===== config.mk =====
export PLATFORM = sky130hd
export DESIGN_NAME = ifetch_queue
export DESIGN_NICKNAME = d
export VERILOG_FILES = /design/src/rtl/ifetch_queue.sv
export SDC_FILE = /design/constraint.sdc
export NUM_CORES = 1
export LEC_CHECK = 0
export CAP_MARGIN = 0
export CORE_MARGIN = 5
export CORE_UTILIZATION = 46
export CTS_BUF_LIST = sky130_fd_sc_hd__clkbuf_16
export DETAILED_ROUTE_END_ITERATION = 12
export PLACE_DENSITY = 0.72
export SLEW_MARGIN = 15
export SYNTH_ARGS = -nofsm -noshare
export SYNTH_HDL_FRONTEND = slang
export SYNTH_SLANG_ARGS = --single-unit

===== constraint.sdc =====
create_clock -name clk -period 3.7 [get_ports clk]
set_input_delay 1.11 -clock clk [delete_from_list [all_inputs] [get_ports clk]]
set_output_delay 1.11 -clock clk [all_outputs]
set_load 0.05 [all_outputs]

===== src/rtl/ifetch_queue.sv =====
// Instruction queue between fetch and decode: buffers {instr, pc, adel} and presents the head to ID.
// Optional macro IFQ_BYPASS_EN lets a word arriving at an empty queue reach decode in the same cycle.
module ifetch_queue #(
  parameter int DEPTH = 4,
  parameter int PTR_W = 2
) (
  input  logic             clk,
  input  logic             resetn,
  input  logic             in_valid,
  output logic             in_ready,
  input  logic [31:0]      in_instr,
  input  logic [31:0]      in_pc,
  input  logic             in_adel,
  input  logic             flush,
  input  logic             id_accept,
  output logic [31:0]      instrD,
  output logic [31:0]      pcD,
  output logic             adelD,
  output logic             validD,
  output logic             stallD,
  output logic [PTR_W:0]   count
);

  localparam logic [PTR_W:0] L_FULL = (PTR_W+1)'(DEPTH);

  logic [31:0]      r_instr [DEPTH];
  logic [31:0]      r_pc    [DEPTH];
  logic             r_adel  [DEPTH];
  logic [PTR_W-1:0] r_wr_ptr;
  logic [PTR_W-1:0] r_rd_ptr;
  logic [PTR_W:0]   r_count;

  logic w_empty;
  logic w_full;
  logic w_byp;
  logic w_byp_take;
  logic w_push;
  logic w_pop;

  assign w_empty = (r_count == '0);
  assign w_full  = (r_count == L_FULL);

`ifdef IFQ_BYPASS_EN
  // A word presented to an empty queue is shown to decode directly; if decode
  // takes it in the same cycle it is never written.
  assign w_byp      = w_empty & in_valid & ~flush;
  assign w_byp_take = w_byp & id_accept;
`else
  assign w_byp      = 1'b0;
  assign w_byp_take = 1'b0;
`endif

  assign in_ready = ~w_full;
  assign w_push   = in_valid & ~w_full & ~flush & ~w_byp_take;
  assign w_pop    = id_accept & ~w_empty & ~flush;
  assign count    = r_count;

  always_comb begin
    instrD = 32'h0;
    pcD    = 32'h0;
    adelD  = 1'b0;
    validD = 1'b0;
    if (!w_empty) begin
      instrD = r_instr[r_rd_ptr];
      pcD    = r_pc[r_rd_ptr];
      adelD  = r_adel[r_rd_ptr];
      validD = 1'b1;
    end else if (w_byp) begin
      instrD = in_instr;
      pcD    = in_pc;
      adelD  = in_adel;
      validD = 1'b1;
    end
  end

  assign stallD = ~validD;

  // Control state: flush outranks push and pop and empties the queue at the edge.
  always_ff @(posedge clk or negedge resetn) begin
    if (!resetn) begin
      r_wr_ptr <= '0;
      r_rd_ptr <= '0;
      r_count  <= '0;
    end else if (flush) begin
      r_wr_ptr <= '0;
      r_rd_ptr <= '0;
      r_count  <= '0;
    end else begin
      if (w_push) r_wr_ptr <= r_wr_ptr + PTR_W'(1);
      if (w_pop)  r_rd_ptr <= r_rd_ptr + PTR_W'(1);
      case ({w_push, w_pop})
        2'b10:   r_count <= r_count + (PTR_W+1)'(1);
        2'b01:   r_count <= r_count - (PTR_W+1)'(1);
        default: r_count <= r_count;
      endcase
    end
  end

  // Entry storage carries no reset; only pointers and count define validity.
  always_ff @(posedge clk) begin
    if (w_push) begin
      r_instr[r_wr_ptr] <= in_instr;
      r_pc[r_wr_ptr]    <= in_pc;
      r_adel[r_wr_ptr]  <= in_adel;
    end
  end

endmodule


==> flow_summary.toml <==
[outcome]
outcome = "finished, final reports clean"

[synth]
largest_family_of_logic_cells_by_synthesized_area = "multiplexers"
yosys_synthesis_warning_count = 0
ys_async_sr_fraction = 0.0262
yosys.area_share.simple = 0.0518
yosys.area_share.adder = 0.00673
post_synth_num_cell_types = 34
synth_nets = 556
synth-main-ff-cell = "sky130_fd_sc_hd__edfxtp_1"
syn_area_um2 = 10400
yosys_reg_bits = 267
postSynthAreaPerCell_um2 = 21.7
sequential_cell_area_fraction_in_the_yosys_report = 0.766
syn-instance-count = 481
synth_edf_count = 260
muxShareOfSynthArea = 0.141
synth-xor-area-share = 0.00252
synthesized_area_fraction_occupied_by_ao_oa_aoi_and_oai_cells = 0.0108

[finish]
mostFrequentLayoutCell = "sky130_fd_sc_hd__edfxtp_1"
filler_cell_count = 1647
stdcell_count = 951
final_cell_mix = "sky130_fd_sc_hd__edfxtp_1 (260), sky130_fd_sc_hd__clkdlybuf4s50_1 (77), sky130_fd_sc_hd__mux4_2 (65), sky130_fd_sc_hd__and2_1 (65), sky130_fd_sc_hd__buf_4 (54)"
areaGrowthSynthToFinish_pct = 26.1
nNetsFinal = 718
ff_latch_area_um2 = 7990
multiInputGateArea_um2 = 2220
share_of_layout_cells_above_drive_strength_1 = 0.275

[timing]
timing.clock.skew_ps = 10.1
rsz_0062_raised_after_global_routing = "no"
report.final.hold_viol_count = 0
worstMarginPinSlew_ps = 564
finalSetupViolCount = 0
setup-tns-final_ps = 0
period_share = 0.972
max_freq_mhz = 278
finalWorstPathRequiredPeriod_ps = 3600
max_transition_viols_final = 0
timing.max_slew.rel_slack = 0.614

[power]
p_sw_mw = 2.19
ir_drop_mv = 0.412
power.density_cell_area_nw_per_um2 = 609
power.share.sequential = 0.434
power.static_leakage_nw = 4.39
share_of_power_burned_in_the_clock_network = 0.358
intPower_mw = 5.81
power.switching_fraction = 0.273
combPwrFrac = 0.208

[floorplanning]
num_rows = 55
initial_utilization = 0.463
die_area_um2 = 25800
vertical_die_dimension_um = 160
area_of_the_core_um2 = 22500
top_level_ports = 141
die_w_um = 160

[setup_path]
cp_data_arrival_time_ps = 2490
cp_cell_sequence = "nor3b_1 -> inv_1 -> clkdlybuf4s50_1"
slowest_delay_ps = 750
kind_of_start_point_of_the_critical_path = "flip-flop"
critPathSlowestCell = "sky130_fd_sc_hd__clkdlybuf4s50_1"
critical_path.endpoint_type = "output port"
timing.rr.start = "count[1]"
crit_path_max_fanout = 11
critical_path_required_ps = 2590
reg2regPathDepth = 5
regToRegSetupSlack_ps = 1300
cp-startpoint = "count[1]"
classification_of_the_worst_setup_path = "reg -> out"

[routing]
drt-wirelength-per-cell_um = 22.2
drt_iter0_markers = 435
route.detailed.vias_per_inst = 5.40
drt-pass1-iter-count = 5
ant_nets = 0
detailroute.via_count = 5136
drt-total-wl_um = 21100
drt_drc_violations_left = 0

[placement]
port_buffers = 140
place.detailed.hpwl_um = 13100
gp_congestion = 0.712
place_inst = 897

[job]
max-cap-violations = 0

[clock_network]
htreeDepth = 1
tritoncts.num_buffers = 28
cts_tree = "built"
cts-root-buf = "sky130_fd_sc_hd__clkbuf_16"
clk_lat_worst_skew_ps = 520
tritoncts_num_sinks = 267
cts.path.max_buffers = 3
path_clk_slew_ps = 60

[min_path]
min_path_type = "reg -> reg"
worstHoldStart = "r_wr_ptr[0]"
whs_path_depth = 2

[global_route]
grt_usage = 0.163
first_global_vias = 5649
grt.overflow.total = 0
pin_count_of_the_biggest_net_entering_global_routing = 35
grt_antenna_before_repair = 3
grt_pass1_wl_um = 32600
synthesized netlist by cell type (all sizes together) (2+ instances only):
cell | n | area, µm²
nand2b | 4 | 25.0
edfxtp | 260 | 7810
nand3 | 3 | 15.0
nand3b | 2 | 15.0
ha | 4 | 50.1
a2111oi | 2 | 17.5
dfrtp | 7 | 175
clkbuf | 10 | 37.5
nor2 | 5 | 18.8
buf | 18 | 160
nor3 | 2 | 10.0
o21ai | 3 | 15.0
mux4 | 65 | 1460
and2 | 69 | 432
a21oi | 5 | 25.0
inv | 7 | 26.3
xor2 | 2 | 17.5
cells by family after synthesis:
family,count (synthesis)
buffers and inverters,35
AOI/OAI and AO/OA,17
adders and majority gates,5
and+or+nand+nor,89
DFF,267
muxes,65
xor gates and xnor gates,3
critical path: cells and delay by family (launching register included):
family | cells | cell delay (ps)
buffers and inverters | 2 | 960
and+or+nand+nor | 1 | 480
DFF | 1 | 520
path summary, 6_finish.rpt:
check | end
worst min-delay path | r_wr_ptr[0]
worst max register to register | count[1]
worst max-delay path | in_ready
max in group asynchronous | r_rd_ptr[1]
min in group asynchronous | count[0]
worst min register to register | r_wr_ptr[0]
final cells by class:
type                    instances  share of cell area
flip-flops and latches        267               0.608
clock buffers                  29              0.0552
clock inverters                23              0.0182
well taps                     285              0.0271
inverters                       7             0.00200
diodes                          1            0.000190
multi-input cells             179               0.169
repair buffers                160               0.120
metal layers:
layer,up-vias,GRT usage,routed length [µm]
li1,2270,-,-
met3,40,0.0446,1410
met2,162,0.273,10700
met4,6,0.0399,433
met5,-,0,41
met1,2658,0.213,8500
registers in the layout, indices dropped and copies added (netlist names):
name / count
r_adel: 4
r_instr: 128
r_rd_ptr: 2
count: 3
r_pc: 128
r_wr_ptr: 2
power by group through the flow:
stage                     Clock [mW]  Combinational [mW]  Sequential (mW)
after floorplan                    0                1.16             3.52
after global placement             0                1.68             3.53
after detailed placement           0                1.70             3.54
after CTS                       2.93                1.68             3.47
after global routing            3.06                1.76             3.48
final                           2.86                1.66             3.48
per-stage QoR:
stage	power [mW]	cell area (µm²)	util	worst slack (ps)	hold WS, ps
3_5_place_dp	5.24	12100	0.540	389	590
2_1_floorplan	4.68	10400	-	360	557
5_1_grt	8.30	13100	0.584	9.77	640
4_1_cts	8.08	13100	0.582	34.1	608
3_3_place_gp	5.21	12100	0.540	460	572
6_report	8.00	13100	0.584	104	609
timing repair:
action	CTS	global route
hold buffers	0	0
endpoints found under the setup margin	32	6
buffers inserted	1	0
resized for setup	18	5
cloned	0	1
Note: power is estimated with default switching activity, not from simulation.
